**config.mk**
```make
export PLATFORM = sky130hd
export DESIGN_NAME = carry_chain_event_decoder
export DESIGN_NICKNAME = d
export VERILOG_FILES = /design/src/rtl/carry_chains_pkg.sv /design/src/rtl/carry_chain_prio_enc.sv /design/src/rtl/carry_chain_event_decoder.sv
export SDC_FILE = /design/constraint.sdc
export NUM_CORES = 1
export LEC_CHECK = 0
export CELL_PAD_IN_SITES_DETAIL_PLACEMENT = 1
export CELL_PAD_IN_SITES_GLOBAL_PLACEMENT = 2
export CORE_MARGIN = 2
export CORE_UTILIZATION = 33
export DETAILED_ROUTE_END_ITERATION = 8
export PLACE_DENSITY_LB_ADDON = 0.08
export SYNTH_ARGS = -nofsm -noshare
export SYNTH_HDL_FRONTEND = slang
export SYNTH_SLANG_ARGS = --single-unit
```
**constraint.sdc**
```tcl
create_clock -name clk -period 6.2 [get_ports clk]
set_clock_uncertainty 0.1 [all_clocks]
set_input_delay 0.93 -clock clk [delete_from_list [all_inputs] [get_ports clk]]
set_output_delay 0.93 -clock clk [all_outputs]
set_load 0.005 [all_outputs]
```
**src/rtl/carry_chains_pkg.sv**
```systemverilog
// Shared types and helpers for the carry-chain event decoder.
package carry_chains_pkg;

    typedef enum logic {
        IDLE = 1'b0,
        EMIT = 1'b1
    } state_t;

    // Index width for a vector of `value` bits, never less than 1.
    function automatic int clog2(input int value);
        int r;
        int v;
        r = 0;
        v = value - 1;
        while (v > 0) begin
            r = r + 1;
            v = v >> 1;
        end
        return (r < 1) ? 1 : r;
    endfunction

endpackage

```
**src/rtl/carry_chain_prio_enc.sv**
```systemverilog
// Lowest-set-bit encoder: two's-complement isolate maps onto the carry chain.
module carry_chain_prio_enc
    import carry_chains_pkg::*;
#(
    parameter  int WIDTH = 12,
    localparam int IDX_W = clog2(WIDTH)
) (
    input  logic [WIDTH-1:0] vec,
    output logic [IDX_W-1:0] idx,
    output logic [WIDTH-1:0] onehot,
    output logic             single,
    output logic             any
);

    assign onehot = vec & (~vec + WIDTH'(1));
    assign any    = |vec;
    assign single = any && ((vec & (vec - WIDTH'(1))) == '0);

    // onehot has at most one bit set, so the last match is the only match.
    always_comb begin
        idx = '0;
        for (int i = 0; i < WIDTH; i++) begin
            if (onehot[i]) begin
                idx = IDX_W'(i);
            end
        end
    end

endmodule

```
**src/rtl/carry_chain_event_decoder.sv**
```systemverilog
// Captures an event vector and streams out the index of each set bit, lowest first.
//   state | meaning
//   IDLE  | nothing pending, waiting for a vector
//   EMIT  | presenting one pending index per accepted transfer
module carry_chain_event_decoder
    import carry_chains_pkg::*;
#(
    parameter  int WIDTH = 12,
    parameter  int MERGE = 0,
    localparam int IDX_W = clog2(WIDTH)
) (
    input  logic             clk,
    input  logic             rst_n,
    input  logic [WIDTH-1:0] user_in,
    input  logic             in_valid,
    output logic             in_ready,
    output logic [IDX_W-1:0] idx_out,
    output logic             out_valid,
    input  logic             out_ready,
    output logic             out_last,
    output logic             busy
);

    localparam logic MERGE_EN = (MERGE != 0);

    state_t state;
    state_t state_next;

    logic [WIDTH-1:0] pending;
    logic [WIDTH-1:0] pending_next;
    logic [WIDTH-1:0] pres_mask;
    logic [WIDTH-1:0] retire_mask;
    logic [WIDTH-1:0] accept_bits;
    logic             accept;
    logic             retire;
    logic             load_out;

    logic [IDX_W-1:0] enc_idx;
    logic [WIDTH-1:0] enc_onehot;
    logic             enc_single;
    logic             enc_any;

    assign accept   = in_valid && in_ready;
    assign retire   = out_valid && out_ready;

    // In IDLE pending is zero and nothing retires, so one expression covers load and merge.
    assign retire_mask  = retire ? pres_mask : '0;
    assign accept_bits  = accept ? user_in : '0;
    assign pending_next = (pending & ~retire_mask) | accept_bits;

    // Presented index only moves on a retire or when nothing is presented.
    assign load_out = retire || !out_valid;

    carry_chain_prio_enc #(
        .WIDTH (WIDTH)
    ) u_prio_enc (
        .vec    (pending_next),
        .idx    (enc_idx),
        .onehot (enc_onehot),
        .single (enc_single),
        .any    (enc_any)
    );

    always_ff @(posedge clk) begin
        if (!rst_n) begin
            state <= IDLE;
        end else begin
            state <= state_next;
        end
    end

    always_comb begin
        state_next = state;
        case (state)
            IDLE:    state_next = enc_any ? EMIT : IDLE;
            EMIT:    state_next = enc_any ? EMIT : IDLE;
            default: state_next = IDLE;
        endcase
    end

    always_comb begin
        out_valid = (state == EMIT);
        busy      = (state == EMIT);
        in_ready  = rst_n && ((state == IDLE) || MERGE_EN);
    end

    always_ff @(posedge clk) begin
        if (!rst_n) begin
            pending   <= '0;
            pres_mask <= '0;
            idx_out   <= '0;
            out_last  <= 1'b0;
        end else begin
            pending <= pending_next;
            if (load_out) begin
                idx_out   <= enc_idx;
                out_last  <= enc_single;
                pres_mask <= enc_onehot;
            end
        end
    end

endmodule
```
After elaboration in Yosys (flattened, before gate mapping)
Cells that the tools add are included.
Cells by class
  bitwise operators: 7
  $add $sub $neg: 2
  reductions and logical operators: 8
  muxes and demuxes: 14
Operators with widths (number)
  $and A12 B12 Y12: 3
  $mux W12: 2
  $not A12 Y12: 2
  $mux W4: 4
  $add A12 B1 Y12 const B: 1
  $logic_not A12 Y1: 1
  $mux W3: 4
  $or A12 B12 Y12: 1
  $reduce_or A12 Y1: 1
  $sub A12 B1 Y12 const B: 1
  $logic_and A1 B1 Y1: 4
  $mux W2: 2
  $mux W1: 2
  $logic_not A1 Y1: 1
  $logic_or A1 B1 Y1: 1
  $not A1 Y1: 1
Word-level totals
  output and inout port bits: 8
  flip-flop bits (word level): 30
  input bits: 16

Longest topological paths before layout
Gate-level depths: netlist of run 1.
  depth in word-level cells: 19
  gate-level depth with buffers: 8
  gate-level depth less buffers: 6

Hierarchy
From an unflattened synthesis of run 1, not the netlist that was laid out.
Second synthesis, totals
  cells, all modules: 191
  area total of the unflattened synthesis: 1651.6 µm²
Modules (own cells, without submodules)
  carry_chain_event_decoder: seq. area each 600.6 µm², area each 1262.5 µm², cells an instance 135, times used 1
  carry_chain_prio_enc: seq. area each 0.0 µm², area each 389.1 µm², cells an instance 56, times used 1

Worst setup path after synthesis of run 1
Ideal clock, no wire load.
  kind: input -> register
  start: input port in_valid
  end: register out_last
  setup time: 79 ps
  path slack: 3551 ps
  cell stages on the path: 8
  buffers on the path: 2
  arrival: 2470 ps
  data required time: 6021 ps
  cell sequence: and3b_1 buf_6 a222oi_1 and4_1 buf_2 and2_4 a211oi_1 a211oi_2
On the way
  cells in the longest elaborated chain, start to end: 7
  elaborated cells between the ends (all ways): 8
  classes of those cells: 1 x add/sub; 1 x mux; 2 x bitwise; 4 x reduce/logical
Ends and longest elaborated chain
  from (decl): RTL line carry_chain_event_decoder.sv:15  | input logic in_valid,
  $logic_and A1 B1 Y1 (*): RTL line carry_chain_event_decoder.sv:43  | assign accept = in_valid && in_ready;
  $mux W12 (*): RTL line carry_chain_event_decoder.sv:48  | assign accept_bits = accept ? user_in : '0;
  $or A12 B12 Y12 (*): RTL line carry_chain_event_decoder.sv:49  | assign pending_next = (pending & ~retire_mask) | accept_bits;
  $sub A12 B1 Y12: RTL line carry_chain_prio_enc.sv:17  | assign single = any && ((vec & (vec - WIDTH'(1))) == '0);
  $and A12 B12 Y12: RTL line carry_chain_prio_enc.sv:17
  $logic_not A12 Y1: RTL line carry_chain_prio_enc.sv:17
  $logic_and A1 B1 Y1 (*): RTL line carry_chain_prio_enc.sv:17
  to (signal assigned): RTL line carry_chain_event_decoder.sv:97  | out_last <= enc_single;
  to (decl): RTL line carry_chain_event_decoder.sv:20  | output logic out_last,
Every way passes the cells marked *; elsewhere a longest branch is shown, timed or not.
A chain may end at the register's enable or synchronous reset.

Final worst setup path of run 1
  start: input port rst_n
  end: register pres_mask[9]
On the way
  cells in the longest elaborated chain, start to end: 7
Ends and longest elaborated chain
  from (decl): RTL line carry_chain_event_decoder.sv:13  | input logic rst_n,
  $logic_and A1 B1 Y1: RTL line carry_chain_event_decoder.sv:84  | in_ready = rst_n && ((state == IDLE) || MERGE_EN);
  $logic_and A1 B1 Y1: RTL line carry_chain_event_decoder.sv:43
  $mux W12: RTL line carry_chain_event_decoder.sv:48
  $or A12 B12 Y12: RTL line carry_chain_event_decoder.sv:49
  $not A12 Y12: RTL line carry_chain_prio_enc.sv:15  | assign onehot = vec & (~vec + WIDTH'(1));
  $add A12 B1 Y12: RTL line carry_chain_prio_enc.sv:15
  $and A12 B12 Y12: RTL line carry_chain_prio_enc.sv:15
  to (signal assigned): RTL line carry_chain_event_decoder.sv:98  | pres_mask <= enc_onehot;
  to (decl): RTL line carry_chain_event_decoder.sv:31  | logic [WIDTH-1:0] pres_mask;
Several ways; a longest one is shown, not always the timed one.

==> impl_metrics.env, run 1 <==
export IMPL_drt_total_wl_um=4290
export IMPL_whs_path_depth=2
export IMPL_core_region_area_um2=4320
export IMPL_cts_resized_gates=0
export IMPL_worst_skew_pair_late_latency_ns=0.28
export IMPL_worstPathCellList="clkdlybuf4s50_1 > and3b_1 > a222oi_1 > and3_1 > nand2_1 > o41ai_1 > and2_1"
export IMPL_worst_slew_pin_slew_ns=0.950
export IMPL_layout_filler_cells=520
export IMPL_post_dp_hpwl_um=2970
export IMPL_gp_routability_congestion=0.782
export IMPL_count_of_different_cell_masters_after_synthesis=39
export IMPL_grt_pass1_vias=1448
export IMPL_setup_repair_after_global_routing_missed_its_margin="no"
export IMPL_numClockSinks=30
export IMPL_yosysTopAreaCell="dfxtp_1"
export IMPL_post_route_min_period_ns=4.05
export IMPL_cts_max_path_buffers=2
export IMPL_placed_cell_area_um2=1730
export IMPL_crit_path_start="rst_n"
export IMPL_worst_path_max_delay_cell="clkdlybuf4s50_1"
export IMPL_grt_first_pass_wirelength_um=7150
export IMPL_wire_per_inst_um=17.6
export IMPL_crit_path_max_incr_delay_ns=0.91
export IMPL_final_net_count=208
export IMPL_synth_seq_area_share=0.406
export IMPL_final_max_slew_viol_count=0
export IMPL_synth_edff_count=0
export IMPL_mappedNetlistArea_um2=1480
export IMPL_hold_start="pres_mask[11]"
export IMPL_final_antenna_net_count=0
export IMPL_numCtsBuffers=5
export IMPL_worst_setup_path_end_kind="flip-flop"
export IMPL_r2r_start="busy"
export IMPL_grtUsageMet2=0.279
export IMPL_die_h_um=71.0
export IMPL_detail_route_vias_per_cell=5.68
export IMPL_synth_seq_cells=30
export IMPL_placementRows=24
export IMPL_postSynth_topFlopCell="dfxtp_1"
export IMPL_worst_path_stages=7
export IMPL_floorplan_die_width_um=71.0
export IMPL_slew_headroom=0.364
export IMPL_outcome="completed"
export IMPL_largest_net_degree_at_the_start_of_global_routing=34
export IMPL_synth_area_top_cells="dfxtp_1 (41%), nor2b_1 (7.2%), a22oi_1 (7.1%)"
export IMPL_syn_nets=189
export IMPL_static_leakage_power_nw=0.632
export IMPL_cts_repair_timing_setup_buffer_count=0
export IMPL_post_route_cells_drive_above_1_share=0.0521
export IMPL_setup_viol=0
export IMPL_worstPathRequired_ns=6.32
export IMPL_io_buffer_count=23
export IMPL_reg2regPathDepth=6
export IMPL_cp_arrival_ns=4.18
export IMPL_holdCritPathClass="flip-flop to flip-flop"
export IMPL_groute_layer_met1_usage=0.240
export IMPL_globalRoute_totalOverflow=0
export IMPL_cts_hold_fix_buffers=0
export IMPL_antenna_found_initial=0
export IMPL_synthesis_yosys_warnings=0
export IMPL_worst_setup_hold_path_clk_slew_ns=0.06
export IMPL_n_diodes=0
export IMPL_clock_tree_root_cell="clkbuf_8"
export IMPL_vdd_ir_drop_max_mv=0.139
export IMPL_drt_drc_violations_left=0
export IMPL_maxClockFrequency_mhz=247
export IMPL_final_worst_path_period_share=0.653
export IMPL_cap_violations=0
export IMPL_synthesis_instances=173
export IMPL_area_growth_pct=21.9
export IMPL_final_area_um2=1800
export IMPL_firstDrtPassIters=4
export IMPL_ys_async_sr_fraction=0
export IMPL_design_portCount=24
export IMPL_startpoint_type="input port"
export IMPL_initial_core_utilization=0.342
export IMPL_timing_worst_setup_path_type="input port to flip-flop"
export IMPL_drt_first_iter_violations=75
export IMPL_cts_tree="built"
export IMPL_groute_layer_met3_usage=0.0584
export IMPL_timing_hold_violations_final=0
export IMPL_timing_critical_path_max_delay_family="simple AND/OR/NAND/NOR gates"
export IMPL_critical_path_n_buffers_inverters=1
export IMPL_grt_util_all_layers=0.183
export IMPL_cp_max_fo=33
export IMPL_totalNegativeSetupSlack_ns=0
export IMPL_gr_max_usage_layer="met2"
export IMPL_post_synth_top_area_share=0.406
export IMPL_via_count=1385
export IMPL_htreeDepth=2
export IMPL_avgSynthCellArea_um2=8.56
export IMPL_power_density_nw_per_um2=268
export IMPL_die_area_um2=5040
==> layout by cell type, fill, tap and decap left out, types with 2 or more instances in the layout <==
| cell type | instances |
|---|---|
| and3_1 | 5 |
| nand2b_1 | 2 |
| dfxtp_1 | 30 |
| a22o_1 | 3 |
| o211ai_1 | 2 |
| clkbuf_8 | 5 |
| a22oi_1 | 14 |
| nor2_1 | 5 |
| o21ai_0 | 6 |
| maj3_1 | 2 |
| and2_1 | 5 |
| clkdlybuf4s50_1 | 23 |
| nor2b_1 | 16 |
| nand4_1 | 3 |
| nand3_1 | 19 |
| nor3_1 | 2 |
| a21boi_1 | 7 |
| a21oi_1 | 5 |
| clkbuf_1 | 2 |
| nand2_1 | 14 |
| a31oi_1 | 3 |
==> cells by family (layout without fill, tap and decap cells) <==
group | count (synthesis) | count (layout) | synth area share
simple gates | 78 | 78 | 0.287
compound gates | 51 | 51 | 0.255
flops | 30 | 30 | 0.406
buf+inv | 12 | 31 | 0.0389
fa+ha+maj | 2 | 2 | 0.0135
==> final timing paths <==
path                   endpoint  slack, ns
setup / recovery   pres_mask[9]       2.15
hold / removal    pres_mask[11]       0.36
setup reg to reg   pres_mask[9]       3.65
hold reg to reg   pres_mask[11]       0.36
==> worst register-to-register path, stage by stage, from the launching register on <==
cell,delay (ns)
dfxtp_1,0.32
and3b_1,0.42
a222oi_1,0.71
and3_1,0.33
nand2_1,0.10
o41ai_1,0.37
and2_1,0.16
==> routing by layer <==
layer  vias to the layer above  wire length [um]
met2                        26              1930
met3                         4               169
met1                       675              2150
met5                         -                 0
li1                        680                 -
met4                         0                41
==> flip-flops by register name, indices dropped and copies added, names as in the netlist <==
register / count
out_last: 1
pres_mask: 12
busy: 1
pending: 12
idx_out: 4
==> where the power goes <==
group | internal [mW] | total (mW) | switching (mW)
Sequential | 0.206 | 0.213 | 0.00694
Combinational | 0.0554 | 0.123 | 0.0679
Clock | 0.0771 | 0.147 | 0.0701
==> synthesized netlist by cell type (2+ instances only) <==
master / number
a22oi_1: 14
nand4_1: 3
nor3_1: 2
nand2_1: 14
and3_1: 5
o21ai_0: 6
nand2b_1: 2
o211ai_1: 2
and2_1: 5
clkbuf_1: 9
nand3_1: 19
nor2b_1: 17
a21oi_1: 5
a31oi_1: 3
nor2_1: 5
a22o_1: 3
maj3_1: 2
a21boi_1: 7
dfxtp_1: 30
==> area by class of cell <==
class / count / area (um^2) / area share
Clock buffer: 7 / 76.3 / 0.0423
Multi-Input combinational cell: 131 / 825 / 0.457
Sequential cell: 30 / 601 / 0.333
Tap cell: 52 / 65.1 / 0.0361
Timing Repair Buffer: 24 / 238 / 0.132
==> metrics by stage <==
| stage | worst slack (ns) | power [mW] | utilization | hold slack [ns] | cells |
|---|---|---|---|---|---|
| after detailed placement | 1.84 | 0.341 | 0.400 | 0.350 | 237 |
| after global placement | 1.91 | 0.337 | 0.400 | 0.342 | 237 |
| after CTS | 2.11 | 0.490 | 0.417 | 0.357 | 244 |
| after global routing | 1.86 | 0.514 | 0.417 | 0.382 | 244 |
| final | 2.15 | 0.484 | 0.417 | 0.356 | 244 |
| after floorplan | 3.55 | 0.293 | - | 0.331 | 173 |
(Power assumes the default switching activity.)
==> inputs of run 2 (changes only) <==
--- a/config.mk
+++ b/config.mk
@@ -8,7 +8,7 @@
 export CELL_PAD_IN_SITES_DETAIL_PLACEMENT = 1
 export CELL_PAD_IN_SITES_GLOBAL_PLACEMENT = 2
 export CORE_MARGIN = 2
-export CORE_UTILIZATION = 33
+export CORE_UTILIZATION = 31
 export DETAILED_ROUTE_END_ITERATION = 8
 export PLACE_DENSITY_LB_ADDON = 0.08
 export SYNTH_ARGS = -nofsm -noshare
==> constraint.sdc (replaced) <==
create_clock -name clk -period 3.9 [get_ports clk]
set_clock_uncertainty 0.1 [all_clocks]
set_input_delay 0.585 -clock clk [delete_from_list [all_inputs] [get_ports clk]]
set_output_delay 0.585 -clock clk [all_outputs]
set_load 0.005 [all_outputs]
==> run 2 against run 1 <==
Compared with the run above:
- power grew 59%
- non-clock buffer count is 5 higher
- via count rose by 0.94%
- wire length fell by 2.6%
- clock power increased by 56%
- sequential share of layout area shrank 0.68 points
- die area grew 6.1%
- first-iteration DRC count is 1.3% higher
- critical path type unchanged
- critical endpoint is now out_last
- largest cell class unchanged
==> impl_metrics.env, run 2 (synthesized netlist as in run 1, its figures left out) <==
export IMPL_grt_pass1_vias=1342
export IMPL_final_worst_path_period_share=0.726
export IMPL_layout_commonest_cell="dfxtp_1"
export IMPL_final_max_slew_viol_count=0
export IMPL_holdCritPathClass="flip-flop to flip-flop"
export IMPL_post_layout_total_power_mw=0.768
export IMPL_setup_viol=0
export IMPL_die_area_um2=5340
export IMPL_cts_tree="built"
export IMPL_post_route_cells_drive_above_1_share=0.0711
export IMPL_setup_repair_after_global_routing_missed_its_margin="no"
export IMPL_layout_filler_cells=568
export IMPL_clock_tree_root_cell="clkbuf_8"
export IMPL_grt_util_all_layers=0.164
export IMPL_worst_slew_pin_slew_ns=0.653
export IMPL_startpoint_type="input port"
export IMPL_maxClockFrequency_mhz=353
export IMPL_final_antenna_net_count=0
export IMPL_reg2regPathDepth=6
export IMPL_instances_no_fill=251
export IMPL_worst_path_stages=7
export IMPL_post_dp_hpwl_um=2980
export IMPL_outcome="completed"
export IMPL_totalNegativeSetupSlack_ns=0
export IMPL_htreeDepth=2
export IMPL_whs_path_depth=2
export IMPL_worstPathCellList="clkdlybuf4s50_1 > and3b_1 > a222oi_1 > and4_1 > and2_4 > a211oi_1 > a211oi_2"
export IMPL_cp_max_fo=10
export IMPL_timing_hold_violations_final=0
export IMPL_cp_arrival_ns=2.92
export IMPL_io_buffer_count=23
export IMPL_final_net_count=213
export IMPL_gp_routability_congestion=0.835
export IMPL_wire_per_inst_um=16.7
export IMPL_cts_repair_timing_setup_buffer_count=0
export IMPL_vdd_ir_drop_max_mv=0.202
export IMPL_detailedPlace_worstSlack_ns=0.759
export IMPL_numClockSinks=30
export IMPL_core_region_area_um2=4660
export IMPL_static_leakage_power_nw=0.656
export IMPL_grt_first_pass_wirelength_um=6700
export IMPL_cap_violations=0
export IMPL_area_growth_pct=24.4
export IMPL_worst_setup_hold_path_clk_slew_ns=0.06
export IMPL_numCtsBuffers=5
export IMPL_cts_resized_gates=0
export IMPL_floorplan_die_width_um=73.1
export IMPL_die_h_um=73.1
export IMPL_initial_core_utilization=0.318
export IMPL_drt_first_iter_violations=76
export IMPL_design_portCount=24
export IMPL_slew_headroom=0.564
export IMPL_timing_critical_path_max_delay_family="simple AND/OR/NAND/NOR gates"
export IMPL_placed_cells=244
export IMPL_placementRows=25
export IMPL_globalRoute_totalOverflow=0
export IMPL_largest_net_degree_at_the_start_of_global_routing=33
export IMPL_power_density_nw_per_um2=417
export IMPL_top_regs="pending: 12 flops, pres_mask: 12 flops, idx_out: 4 flops"
export IMPL_worstPathRequired_ns=3.99
export IMPL_cts_hold_fix_buffers=0
export IMPL_drt_total_wl_um=4180
export IMPL_detail_route_vias_per_cell=5.57
export IMPL_firstDrtPassIters=4
export IMPL_critical_path_n_buffers_inverters=1
export IMPL_crit_path_max_incr_delay_ns=0.67
export IMPL_cts_max_path_buffers=2
export IMPL_n_diodes=0
export IMPL_worst_path_max_delay_cell="a222oi_1"
export IMPL_holdWs_ns=0.353
export IMPL_antenna_found_initial=0
export IMPL_post_route_min_period_ns=2.83
export IMPL_timing_worst_setup_path_type="input port to flip-flop"
export IMPL_worst_setup_path_end_kind="flip-flop"
export IMPL_via_count=1398
export IMPL_fin_ws_ns=1.07
export IMPL_drt_drc_violations_left=0
export IMPL_worst_skew_pair_late_latency_ns=0.27
export IMPL_mostFrequentLayoutCells="dfxtp_1 (30), clkdlybuf4s50_1 (23), nand3_1 (19)"
-- run 2: metrics by stage --
stage           util  cell area, um^2
6_report       0.395             1840
5_1_grt        0.395             1840
4_1_cts        0.395             1840
3_5_place_dp   0.379             1770
3_3_place_gp   0.379             1770
2_1_floorplan      -             1480
-- run 2: layout make-up --
class                      instances  area (um^2)  share of cell area
multi-input combinational        131          822               0.446
timing repair buffer              29          275               0.149
sequential                        30          601               0.326
clock buffer                       7         76.3              0.0414
tap                               54         67.6              0.0367
-- run 2: worst paths after layout --
path         slack [ns]         start            to
max                1.07         rst_n      out_last
min                0.35  pres_mask[7]  pres_mask[7]
max reg2reg        1.49          busy      out_last
min reg2reg        0.35  pres_mask[7]  pres_mask[7]
-- run 2: routing by layer --
layer | routed length (um) | GRT usage | vias up
met5 | 0 | 0 | -
met4 | 35 | 0.0494 | 0
met3 | 103 | 0.0331 | 4
met2 | 1840 | 0.247 | 20
met1 | 2210 | 0.233 | 687
li1 | - | - | 687
-- run 2: report_power, final --
group | leakage (nW) | switching, mW | internal, mW
sequential | 0.245 | 0.0106 | 0.328
combinational | 0.373 | 0.108 | 0.0920
clock | 0.0383 | 0.107 | 0.123
total | 0.656 | 0.226 | 0.542
-- run 2: worst register-to-register path, cell delays in order, from the launching register on --
cell      delay, ns
dfxtp_1        0.32
and3b_1        0.31
a222oi_1       0.67
and4_1         0.43
and2_4         0.22
a211oi_1       0.08
a211oi_2       0.20
